===== src/rtl/mdz_sched_pkg.sv =====
// Shared types and source codes for the triplet-merge scheduler.
package mdz_sched_pkg;

  typedef enum logic [1:0] {
    ST_IDLE = 2'd0,
    ST_EXEC = 2'd1,
    ST_WAIT = 2'd2,
    ST_RESP = 2'd3
  } state_t;

  typedef struct packed {
    logic [31:0] c;
    logic [31:0] b;
    logic [31:0] a;
  } triplet_t;

  localparam logic [1:0] SRC_R0  = 2'b01;
  localparam logic [1:0] SRC_R1  = 2'b10;
  localparam logic [1:0] SRC_MRG = 2'b11;

endpackage


===== src/rtl/mdz_triplet_sched.sv =====
// Shares one triplet-merge datapath between two requesters: grants, latches
// operands, waits out the datapath latency and returns the result.
module mdz_triplet_sched
  import mdz_sched_pkg::*;
#(
  parameter int LATENCY = 0,
  parameter int CNT_W   = 16
) (
  input  logic             clk,
  input  logic             rst_n,
  input  logic             merge_en,
  input  logic             req0_valid,
  output logic             req0_ready,
  input  logic [95:0]      req0_data,
  input  logic             req1_valid,
  output logic             req1_ready,
  input  logic [95:0]      req1_data,
  output logic             dp_merge,
  output logic             dp_which,
  output logic [31:0]      dp_ai,
  output logic [31:0]      dp_bi,
  output logic [31:0]      dp_ci,
  output logic [31:0]      dp_di,
  output logic [31:0]      dp_ei,
  output logic [31:0]      dp_fi,
  input  logic [31:0]      dp_q,
  input  logic             dp_equal,
  output logic             out_valid,
  input  logic             out_ready,
  output logic [31:0]      out_data,
  output logic             out_equal,
  output logic [1:0]       out_src,
  output logic             busy,
  output logic [CNT_W-1:0] merge_count
);

  if (LATENCY != 0 && LATENCY != 1) begin : g_bad_latency
    $fatal(1, "mdz_triplet_sched: LATENCY must be 0 or 1");
  end

  localparam logic [CNT_W-1:0] CNT_MAX = '1;
  localparam logic [CNT_W-1:0] CNT_ONE = {{(CNT_W-1){1'b0}}, 1'b1};

  state_t   state, state_n;
  logic     rr_ptr;
  triplet_t slot_a, slot_b;
  logic     grant0, grant1;
  logic     granted, merged, capture;

  // Grant decision is combinational so a requester sees ready in the same
  // cycle it raises valid; rr_ptr = 1 favours requester 1.
  always_comb begin
    state_n = state;
    grant0  = 1'b0;
    grant1  = 1'b0;
    case (state)
      ST_IDLE: begin
        if (req0_valid && req1_valid) begin
          if (merge_en) begin
            grant0 = 1'b1;
            grant1 = 1'b1;
          end else if (rr_ptr) begin
            grant1 = 1'b1;
          end else begin
            grant0 = 1'b1;
          end
        end else begin
          grant0 = req0_valid;
          grant1 = req1_valid;
        end
        if (grant0 || grant1) state_n = ST_EXEC;
      end
      ST_EXEC: state_n = (LATENCY == 0) ? ST_RESP : ST_WAIT;
      ST_WAIT: state_n = ST_RESP;
      ST_RESP: if (out_ready) state_n = ST_IDLE;
      default: state_n = ST_IDLE;
    endcase
  end

  assign granted    = grant0 || grant1;
  assign merged     = grant0 && grant1;
  assign req0_ready = grant0;
  assign req1_ready = grant1;
  assign capture    = ((state == ST_EXEC) && (LATENCY == 0)) || (state == ST_WAIT);

  assign out_valid = (state == ST_RESP);
  assign busy      = (state != ST_IDLE);

  assign dp_ai = slot_a.a;
  assign dp_bi = slot_a.b;
  assign dp_ci = slot_a.c;
  assign dp_di = slot_b.a;
  assign dp_ei = slot_b.b;
  assign dp_fi = slot_b.c;

  // A single grant points the arbiter at the other side; a merge leaves it.
  always_ff @(posedge clk or negedge rst_n) begin
    if (!rst_n) begin
      state  <= ST_IDLE;
      rr_ptr <= 1'b0;
    end else begin
      state <= state_n;
      if (granted && !merged) rr_ptr <= grant0;
    end
  end

  // Ungranted slot keeps its old operands; datapath controls change only at grant.
  always_ff @(posedge clk or negedge rst_n) begin
    if (!rst_n) begin
      slot_a   <= '0;
      slot_b   <= '0;
      dp_merge <= 1'b0;
      dp_which <= 1'b0;
      out_src  <= 2'b00;
    end else begin
      if (grant0) slot_a <= req0_data;
      if (grant1) slot_b <= req1_data;
      if (granted) begin
        dp_merge <= merged;
        dp_which <= grant1 && !grant0;
        out_src  <= merged ? SRC_MRG : (grant1 ? SRC_R1 : SRC_R0);
      end
    end
  end

  always_ff @(posedge clk or negedge rst_n) begin
    if (!rst_n) begin
      out_data  <= '0;
      out_equal <= 1'b0;
    end else if (capture) begin
      out_data  <= dp_q;
      out_equal <= dp_equal;
    end
  end

  always_ff @(posedge clk or negedge rst_n) begin
    if (!rst_n) begin
      merge_count <= '0;
    end else if (merged && (merge_count != CNT_MAX)) begin
      merge_count <= merge_count + CNT_ONE;
    end
  end

endmodule

===== config.mk =====
export PLATFORM = sky130hd
export DESIGN_NAME = mdz_triplet_sched
export DESIGN_NICKNAME = d
export VERILOG_FILES = /design/src/rtl/mdz_sched_pkg.sv /design/src/rtl/mdz_triplet_sched.sv
export SDC_FILE = /design/constraint.sdc
export NUM_CORES = 1
export LEC_CHECK = 0
export CAP_MARGIN = 30
export CELL_PAD_IN_SITES_DETAIL_PLACEMENT = 0
export CELL_PAD_IN_SITES_GLOBAL_PLACEMENT = 1
export CORE_AREA = 2 2 186 188
export CTS_CLUSTER_DIAMETER = 60
export CTS_CLUSTER_SIZE = 12
export DETAILED_ROUTE_END_ITERATION = 12
export DIE_AREA = 0 0 188 190
export MAX_ROUTING_LAYER = met4
export PLACE_DENSITY_LB_ADDON = 0.2
export SLEW_MARGIN = 15
export SYNTH_ARGS = -nofsm -noshare
export SYNTH_HDL_FRONTEND = slang
export SYNTH_SLANG_ARGS = --single-unit

===== constraint.sdc =====
create_clock -name clk -period 4.4 [get_ports clk]
set_clock_uncertainty 0.15 [all_clocks]
set_input_delay 0.88 -clock clk [delete_from_list [all_inputs] [get_ports clk]]
set_output_delay 0.88 -clock clk [all_outputs]
set_load 0.05 [all_outputs]

==> results of run 1 <==
-- cell families (layout without fill, tap and decap cells) --
kind of cell	count (synthesis)	after routing	synth area share (%)
xor+xnor	6	6	0.554
buf+inv	34	544	1.58
flops	248	248	65.4
simple gates	40	40	2.21
compound gates	20	20	1.56
mux	233	233	27.7
fa+ha+maj	8	8	1.05
-- final cells by class --
cell class / count / area (um^2) / area share [%]
Multi-Input combinational cell: 307 / 3150 / 20.0
Clock buffer: 37 / 806 / 5.11
Sequential cell: 248 / 6210 / 39.3
Tap cell: 455 / 569 / 3.61
Clock inverter: 11 / 121 / 0.769
Timing Repair Buffer: 487 / 4890 / 31.0
Inverter: 9 / 33.8 / 0.214
-- how the worst max path moves through the flow --
stage                from  slack, ps  cells after the start                    endpoint
2_1_floorplan    merge_en        760                      8  merge_count[9]$_DFFE_PN0P_
3_3_place_gp   req1_valid        740                      4                  req1_ready
3_5_place_dp   req1_valid        740                      4                  req1_ready
4_1_cts        req1_valid        740                      4                  req1_ready
5_1_grt        req1_valid        670                      4                  req1_ready
6_report       req1_valid        750                      4                  req1_ready
-- cell usage in the layout (no fill, tap or decap), drive strengths merged --
cell           instances
buf                   10
a21boi                 1
bufinv                 2
nor3                   2
xnor2                  6
nand3b                 1
nand2                 12
ha                     8
nand4b                 1
clkdlybuf4s50        477
a31oi                  2
clkbuf                37
mux2i                  2
nand3                  6
o311ai                 1
o21a                   3
o211ai                 1
nand4                  6
o31ai                  1
nor2                   8
and3                   1
clkinvlp               1
clkinv                 6
inv                   11
mux2                 231
nor4                   2
o32a                   1
a21oi                  6
dfrtp                248
o21ai                  4
or4                    1
-- through the flow --
| stage | cell area (um^2) | setup WS, ps | power (mW) |
|---|---|---|---|
| final | 15800 | 748 | 14.5 |
| after detailed placement | 14900 | 741 | 12.3 |
| after global routing | 15800 | 670 | 15.1 |
| after CTS | 15800 | 739 | 14.7 |
| after floorplan | 9490 | 762 | 9.26 |
| after global placement | 14900 | 742 | 12.2 |
-- layer usage --
metal,vias to the layer above,wire (um),GRT usage (%)
met3,34,2690,5.96
met4,0,497,3.18
met1,3256,10900,18.0
li1,3081,-,-
met5,-,0,-
met2,286,14500,27.7
-- state kept, by name, indices dropped and copies added (netlist names) --
name and cells:
rr_ptr 1, dp_fi 32, dp_ei 32, out_equal 1
out_data 32, dp_di 32, dp_ci 32, dp_ai 32
state 2, out_src 2, merge_count 16, dp_bi 32
dp_merge 1, dp_which 1
-- power by group --
| group | leakage [nW] | switching (mW) | total [mW] | internal [mW] |
|---|---|---|---|---|
| clock | 0.460 | 0.944 | 2.35 | 1.40 |
| combinational | 2.99 | 5.17 | 8.21 | 3.04 |
| sequential | 2.99 | 0.544 | 3.92 | 3.38 |
| total | 6.44 | 6.66 | 14.5 | 7.82 |
-- worst reg2reg max path, delay by kind of cell (launching register included) --
kind	cells	cell delay, ps
adders and majority gates	2	560
and+or+nand+nor	4	1120
DFF	1	400
AOI/OAI and AO/OA	1	220
buffers and inverters	1	80
xor gates and xnor gates	1	160
==> reports/metrics.yaml, run 1 <==
status:
  outcome: "finished clean"
setup_path:
  cpPeakStageDelay_ps: 850
  crit_buf_inv: 2
  slowest_stage: "clkdlybuf4s50_1"
  startpoint_type: "primary input"
  cp-end-kind: "output pin"
  crit_required_ps: 3370
  arrival_ps: 2620
  r2r-start: "state[1]$_DFFE_PN0P_"
  worst_path_most_repeated_cell: "clkdlybuf4s50_1"
  critical_path_class: "in2out"
  worst_r2r_path_depth: 9
  cp_max_fo: 4
  ff2ff_setup_slack_ps: 1590
  path_cells: "clkdlybuf4s50_1 -> nand2_1 -> a21oi_4 -> clkdlybuf4s50_1"
  critPathTopFamily: "buffers and inverters"
  r2r-end: "merge_count[9]$_DFFE_PN0P_"
pwr:
  ir_drop_uv: 482
  p_leak_nw: 6.44
  power_density_mw_per_mm2: 917
cts:
  cts_tree: "yes"
  cts-buffers-inserted: 29
  clk_latency_ps: 530
  post_cts_buffers: 0
  cts_root_buf: "clkbuf_16"
  cts_sinks: 248
  cts_hold_buf: 0
  ctsResizeCount: 0
  cts_buffer_depth: 3
  cts_htree_levels: 1
  clk_pin_slew_ps: 60
floorplan:
  rows: 68
  die_w_um: 188
  dieArea_mm2: 0.0357
  core-area_mm2: 0.0339
  die_height_um: 190
  ios: 480
  initial_core_util_pct: 28.0
routing:
  dr.first_iter.drc_count: 180
  dr_total_vias: 6657
  drc: 0
  viasPerCell: 4.28
  routed_wirelength_um: 28600
  drt_pass1_iterations: 6
  postRouteAntennaNets: 0
  wl_per_cell_um: 18.4
grt:
  antenna_found_initial: 0
  grt_pass1_wl_um: 43300
  grt_pass1_vias: 7183
  grt_use_total_pct: 16.1
  grt_max_degree: 91
  overflow: 0
synthesis:
  syn_inst: 589
  synth_area_per_cell_um2: 16.1
  ys.flop_type: "dfrtp_1"
  ys_seq_area_share_pct: 65.4
  ys_ff_latch: 248
  synth_cell_types: 34
  netlist_area_mm2: 0.00949
  synth_top_area_cell: "dfrtp_1"
  synthesis.nets: 828
  synth_most_common_cell: "dfrtp_1"
  synthTopCellsByArea: "dfrtp_1 65%, mux2_2 27%, ha_1 1.1%"
  async_flop_share_pct: 100
  yosysWarnings: 0
  synth-edff-count: 0
  synth_common_cells: "248 x dfrtp_1, 230 x mux2_2, 12 x buf_2, 12 x clkbuf_1, 12 x nand2_1"
  synth.top_cell.area_share_pct: 65.4
placed_design:
  placed_cells: 1506
  dp_hpwl_um: 21300
  gp_congestion: 0.767
  port_buffers: 479
timing:
  setup_viol: 0
  fmax_ghz: 0.274
  holdWs_ps: 134
  period_share_pct: 83.0
  slew_headroom_pct: 39.6
  rsz0062_at_grt: "false"
  worst_pin_slew_ps: 906
  hold_viol: 0
  final.setup.tns_ps: 0
  slew_violations: 0
  min_period_ps: 3650
cells_and_area:
  drive_above_1_share_pct: 26.6
  final_cells: 1554
  num_antenna_cells: 0
  fin_nets: 1321
  fillers: 3062
  area_growth_pct: 66.3
  postLayoutCoreUtil_pct: 46.5
min_path:
  hold_path_class: "in2async"
run:
  maxCapViolCount: 0
Power figures use the tool's default switching activity.
==> run 2: changes to the inputs <==
--- a/config.mk
+++ b/config.mk
@@ -8,11 +8,11 @@
 export CAP_MARGIN = 30
 export CELL_PAD_IN_SITES_DETAIL_PLACEMENT = 0
 export CELL_PAD_IN_SITES_GLOBAL_PLACEMENT = 1
-export CORE_AREA = 2 2 186 188
+export CORE_MARGIN = 2
+export CORE_UTILIZATION = 28
 export CTS_CLUSTER_DIAMETER = 60
 export CTS_CLUSTER_SIZE = 12
 export DETAILED_ROUTE_END_ITERATION = 12
-export DIE_AREA = 0 0 188 190
 export MAX_ROUTING_LAYER = met4
 export PLACE_DENSITY_LB_ADDON = 0.2
 export SLEW_MARGIN = 15
==> constraint.sdc (replaced) <==
create_clock -name clk -period 3.3 [get_ports clk]
set_clock_uncertainty 0.15 [all_clocks]
set_input_delay 0.66 -clock clk [delete_from_list [all_inputs] [get_ports clk]]
set_output_delay 0.66 -clock clk [all_outputs]
set_load 0.05 [all_outputs]
==> run 2 against run 1 <==
  * Core utilization up 1.2 points
  * Power rose by 35%
  * Highest routed layer unchanged
  * Design area increased by 1.1%
==> reports/metrics.yaml, run 2 (same netlist as run 1, synthesis figures left out) <==
cts:
  clk_pin_slew_ps: 60  # about the same
  cts_buffer_depth: 3  # unchanged
  cts_tree: "yes"  # unchanged
  clk_latency_ps: 540  # was 530 ps
  cts_sinks: 248  # unchanged
  cts-buffers-inserted: 30  # was 29
  cts_root_buf: "clkbuf_16"  # unchanged
  ctsResizeCount: 0  # unchanged
  cts_htree_levels: 1  # unchanged
timing:
  fmax_ghz: 0.323
  period_share_pct: 93.7
  hold_viol: 0  # unchanged
  setup_viol: 0  # unchanged
  min_period_ps: 3090
  final.setup.tns_ps: 0  # unchanged
  slew_headroom_pct: 57.4  # was 39.6%
  rsz0062_at_grt: "false"  # unchanged
  worst_pin_slew_ps: 639  # was 906 ps
  layout_setup_ws_ps: 207  # was 748 ps
  slew_violations: 0  # unchanged
setup_path:
  ff2ff_setup_slack_ps: 740  # was 1590 ps
  cp-end-kind: "output pin"  # unchanged
  critical_path_class: "in2out"  # unchanged
  arrival_ps: 2280  # was 2620 ps
  cp_max_fo: 101  # was 4
  startpoint_type: "primary input"  # unchanged
  crit_required_ps: 2490  # was 3370 ps
routing:
  postRouteAntennaNets: 0  # unchanged
  wl_met2_um: 14900  # was 14,500 um
  met3_wirelength_um: 2760  # was 2690 um
  top_layer: "met4"  # unchanged
  drc: 0  # unchanged
  viasPerCell: 4.35  # was 4.28
  routed_wirelength_um: 29300  # was 28,600 um
  wl_per_cell_um: 18.8  # was 18.4 um
  wl_met1_um: 10900  # about the same
  dr.first_iter.drc_count: 236  # was 180
  drt_pass1_iterations: 4  # was 6
  dr_total_vias: 6767  # was 6,657
pwr:
  ir_drop_uv: 686  # was 482 uV
  power_density_mw_per_mm2: 1230  # was 917 mW/mm^2
  p_leak_nw: 6.52  # was 6.44 nW
floorplan:
  dieArea_mm2: 0.0354  # was 0.0357 mm^2
  rows: 67  # was 68
  initial_core_util_pct: 28.4  # was 28.0%
  die_height_um: 188  # was 190 um
  ios: 480  # unchanged
  core-area_mm2: 0.0334  # was 0.0339 mm^2
  die_w_um: 188  # about the same
cells_and_area:
  final_cell_mix: "476 x clkdlybuf4s50_1, 248 x dfrtp_1, 230 x mux2_2"  # was 477 x clkdlybuf4s50_1, 248 x dfrtp_1, 230 x mux2_2
  drive_above_1_share_pct: 27.1  # was 26.6%
  fin_nets: 1327  # was 1,321
  mostFrequentLayoutCell: "clkdlybuf4s50_1"  # unchanged
  area_growth_pct: 68.1  # was 66.3%
  fillers: 2978  # was 3,062
run:
  maxCapViolCount: 0  # unchanged
grt:
  grt_max_degree: 102  # was 91
  overflow: 0  # unchanged
  grt_pass1_wl_um: 44400  # was 43,300 um
  grt_pass1_vias: 7361  # was 7,183
  grt_use_total_pct: 16.8  # was 16.1%
  antenna_found_initial: 1  # was 0
placed_design:
  gp_congestion: 0.732  # was 0.767
  dp_slack_ps: 171  # was 741 ps
  port_buffers: 479  # unchanged
  dp_hpwl_um: 21800  # was 21,300 um
status:
  outcome: "finished clean"  # unchanged
min_path:
  hold_path_class: "reg2reg"  # was in2async
run 2: path summary, 6_finish.rpt:
check	start	to	cells after the start
worst max-delay path	req1_valid	req1_ready	5
worst min-delay path	out_src[0]$_DFFE_PN0P_	out_src[0]$_DFFE_PN0P_	2
worst max register to register	state[1]$_DFFE_PN0P_	rr_ptr$_DFFE_PN0P_	8
worst min register to register	out_src[0]$_DFFE_PN0P_	out_src[0]$_DFFE_PN0P_	2
max in group asynchronous	rst_n	dp_di[12]$_DFFE_PN0P_	3
min in group asynchronous	rst_n	out_data[15]$_DFFE_PN0P_	2
run 2: metrics by stage:
| step | power, mW | area, um^2 | std cells | hold slack (ps) | utilization [%] |
|---|---|---|---|---|---|
| floorplan | 12.4 | 9490 | 589 | 214 | - |
| global placement | 16.3 | 14900 | 1503 | 322 | 44.6 |
| detailed placement | 16.4 | 14900 | 1503 | 330 | 44.6 |
| CTS | 19.9 | 15900 | 1554 | 344 | 47.7 |
| global route | 20.5 | 16000 | 1555 | 363 | 47.7 |
| finish | 19.6 | 16000 | 1555 | 336 | 47.7 |
run 2: cell type report:
cell class / count / area, um^2 / share of cell area [%]
sequential: 248 / 6210 / 38.9
inverter: 9 / 33.8 / 0.212
timing repair buffer: 492 / 4980 / 31.2
multi-input combinational: 307 / 3150 / 19.8
antenna: 1 / 2.50 / 0.0157
clock inverter: 14 / 190 / 1.19
clock buffer: 36 / 825 / 5.17
tap: 448 / 561 / 3.51
run 2: timing repair:
action | 4_1_cts | 5_1_grt
hold buffers | 1 | 0
buffers inserted | 0 | 0
hold endpoints to repair | 62 | 0
run 2: layer usage:
layer,vias up,track usage [%]
li1,3100,-
met1,3350,18.3
met2,277,28.7
met3,40,6.25
met4,0,4.72
met5,-,-
run 2: worst max-delay path: stages:
cell and delay (ps):
clkdlybuf4s50_1 550, nand2_1 120, a21oi_4 170, buf_12 400, buf_12 220
run 2: report_power, final:
| group | internal, mW | total [mW] | switching (mW) |
|---|---|---|---|
| clock | 2.08 | 3.38 | 1.30 |
| combinational | 4.07 | 11.0 | 6.93 |
| sequential | 4.50 | 5.22 | 0.720 |
| total | 10.7 | 19.6 | 8.94 |
==> run 3: changes to the inputs <==
--- a/config.mk
+++ b/config.mk
@@ -6,8 +6,9 @@
 export NUM_CORES = 1
 export LEC_CHECK = 0
 export CAP_MARGIN = 30
-export CELL_PAD_IN_SITES_DETAIL_PLACEMENT = 0
+export CELL_PAD_IN_SITES_DETAIL_PLACEMENT = 1
 export CELL_PAD_IN_SITES_GLOBAL_PLACEMENT = 1
+export CORE_ASPECT_RATIO = 0.9
 export CORE_MARGIN = 2
 export CORE_UTILIZATION = 28
 export CTS_CLUSTER_DIAMETER = 60
==> run 3 against run 2 <==
  * Final cell count rose by 0.32%
  * Via count is 2.3% higher
  * Die area barely moved
  * Largest power group unchanged
  * Largest cell class unchanged
  * Worst hold slack gained 9.5 ps
  * Sequential power grew 1%
  * Combinational power hardly changed
  * Routed wire length is 6.8% higher
  * Design area down 0.26%
  * Count of clock-buffer cells in the layout down 4
==> reports/metrics.yaml, run 3 (same netlist as run 1, synthesis figures left out) <==
status:
  outcome: "finished clean"  # unchanged
timing:
  setup_viol: 0  # unchanged
  final.setup.tns_ps: 0  # unchanged
  fmax_ghz: 0.330  # was 0.323 GHz
  hold_viol: 0  # unchanged
  slew_headroom_pct: 55.8  # was 57.4%
  rsz0062_at_grt: "false"  # unchanged
  layout_setup_ws_ps: 274  # was 207 ps
  period_share_pct: 91.7  # was 93.7%
  worst_pin_slew_ps: 663  # was 639 ps
  min_period_ps: 3030  # was 3090 ps
  slew_violations: 0  # unchanged
grt:
  antenna_found_initial: 0  # was 1
  grt_use_total_pct: 17.9  # was 16.8%
  grt_pass1_wl_um: 46400  # was 44,400 um
  overflow: 0  # unchanged
  grt_max_degree: 86  # was 102
  grt_pass1_vias: 7669  # was 7,361
setup_path:
  r2r-end: "rr_ptr$_DFFE_PN0P_"  # unchanged
  cp_max_fo: 85  # was 101
  startpoint_type: "primary input"  # unchanged
  crit_required_ps: 2490  # about the same
  r2r-start: "state[0]$_DFFE_PN0P_"  # was state[1]$_DFFE_PN0P_
  critical_path_class: "in2out"  # unchanged
  cp-end-kind: "output pin"  # unchanged
  worst_r2r_path_depth: 8  # unchanged
  arrival_ps: 2220  # was 2280 ps
  startpoint: "req0_valid"  # was req1_valid
  ff2ff_setup_slack_ps: 770  # was 740 ps
floorplan:
  rows: 63  # was 67
  initial_core_util_pct: 28.6  # was 28.4%
  die_w_um: 198  # was 188 um
  core-area_mm2: 0.0332  # was 0.0334 mm^2
  ios: 480  # unchanged
  dieArea_mm2: 0.0354  # about the same
  die_height_um: 179  # was 188 um
routing:
  wl_per_cell_um: 20.1  # was 18.8 um
  drc: 0  # unchanged
  dr_total_vias: 6920  # was 6,767
  dr.first_iter.drc_count: 224  # was 236
  routed_wirelength_um: 31300  # was 29,300 um
  postRouteAntennaNets: 0  # unchanged
  viasPerCell: 4.44  # was 4.35
  drt_pass1_iterations: 4  # unchanged
cells_and_area:
  fin_nets: 1330  # was 1,327
  area_growth_pct: 67.6  # was 68.1%
  num_antenna_cells: 0  # was 1
  final_area_mm2: 0.0159  # was 0.0160 mm^2
  drive_above_1_share_pct: 27.1  # about the same
  final_cells: 1560  # was 1,555
  mostFrequentLayoutCell: "clkdlybuf4s50_1"  # unchanged
  final_cell_mix: "476 x clkdlybuf4s50_1, 248 x dfrtp_1, 230 x mux2_2"  # unchanged
placed_design:
  gp_congestion: 0.746  # was 0.732
  port_buffers: 479  # unchanged
  dp_slack_ps: 185  # was 171 ps
  dp_hpwl_um: 23700  # was 21,800 um
  placed_cells: 1514  # was 1,503
  place_area_mm2: 0.0150  # was 0.0149 mm^2
min_path:
  hold_path_end: "out_src[0]$_DFFE_PN0P_"  # unchanged
  hold_path_class: "reg2reg"  # unchanged
  hp-start: "out_src[0]$_DFFE_PN0P_"  # unchanged
  hold_path_depth: 2  # unchanged
pwr:
  ir_drop_uv: 614  # was 686 uV
  power_density_mw_per_mm2: 1230  # about the same
  finalPower_mw: 19.6  # about the same
  p_leak_nw: 6.49  # was 6.52 nW
cts:
  cts_root_buf: "clkbuf_16"  # unchanged
  cts_tree: "yes"  # unchanged
  clk_pin_slew_ps: 60  # about the same
  cts_htree_levels: 1  # unchanged
  cts_buffer_depth: 3  # unchanged
  cts_sinks: 248  # unchanged
  cts-buffers-inserted: 29  # was 30
  clk_latency_ps: 540  # about the same
run:
  maxCapViolCount: 0  # unchanged
run 3: cell count changes in the layout (fill, tap and decap cells not counted), sizes merged:
| cell | change |
|---|---|
| buf | +4 |
| clkinvlp | +2 |
| clkinv | -3 |
| clkbuf | -4 |
| diode | -1 |
run 3: metal layers:
metal  vias up  track usage [%]  share of wire [%]
li1       3095                -                  -
met1      3495             19.8                 37
met2       290             30.3                 50
met3        40             7.05                 10
met4         0             4.29                2.3
met5         -                -                  0
run 3: what timing repair did:
item / in CTS / in global routing
setup buffers: 0 / 0
endpoints found under the hold margin: 47 / 0
resized for setup: 0 / 0
hold buffers: 1 / 0
run 3: layout make-up:
class | instances | area (um^2)
Inverter | 9 | 33.8
Clock buffer | 32 | 747
Fill cell | 3351 | 17300
Clock inverter | 13 | 190
Tap cell | 455 | 569
Sequential cell | 248 | 6210
Multi-Input combinational cell | 307 | 3150
Timing Repair Buffer | 496 | 5010
run 3: per-stage QoR:
stage | hold slack, ps | utilization, %
6_report | 346 | 47.9
4_1_cts | 349 | 47.9
2_1_floorplan | 214 | -
3_3_place_gp | 326 | 45.1
5_1_grt | 360 | 47.9
3_5_place_dp | 336 | 45.1
run 3: worst max-delay path by stage:
stage / to / slack [ps] / cells after the start
floorplan: merge_count[9]$_DFFE_PN0P_ / 80 / 9
global placement: rr_ptr$_DFFE_PN0P_ / 220 / 7
detailed placement: rr_ptr$_DFFE_PN0P_ / 190 / 7
CTS: req0_ready / 230 / 6
global route: req0_ready / 160 / 6
finish: req0_ready / 270 / 5
run 3: power breakdown:
| part | internal [mW] | switching (mW) |
|---|---|---|
| Sequential | 4.51 | 0.766 |
| Combinational | 4.08 | 7.02 |
| Clock | 1.93 | 1.27 |
run 3: critical path, stage by stage:
cell	delay, ps
clkdlybuf4s50_1	550
nand2_1	120
a31oi_4	190
buf_12	410
buf_12	200
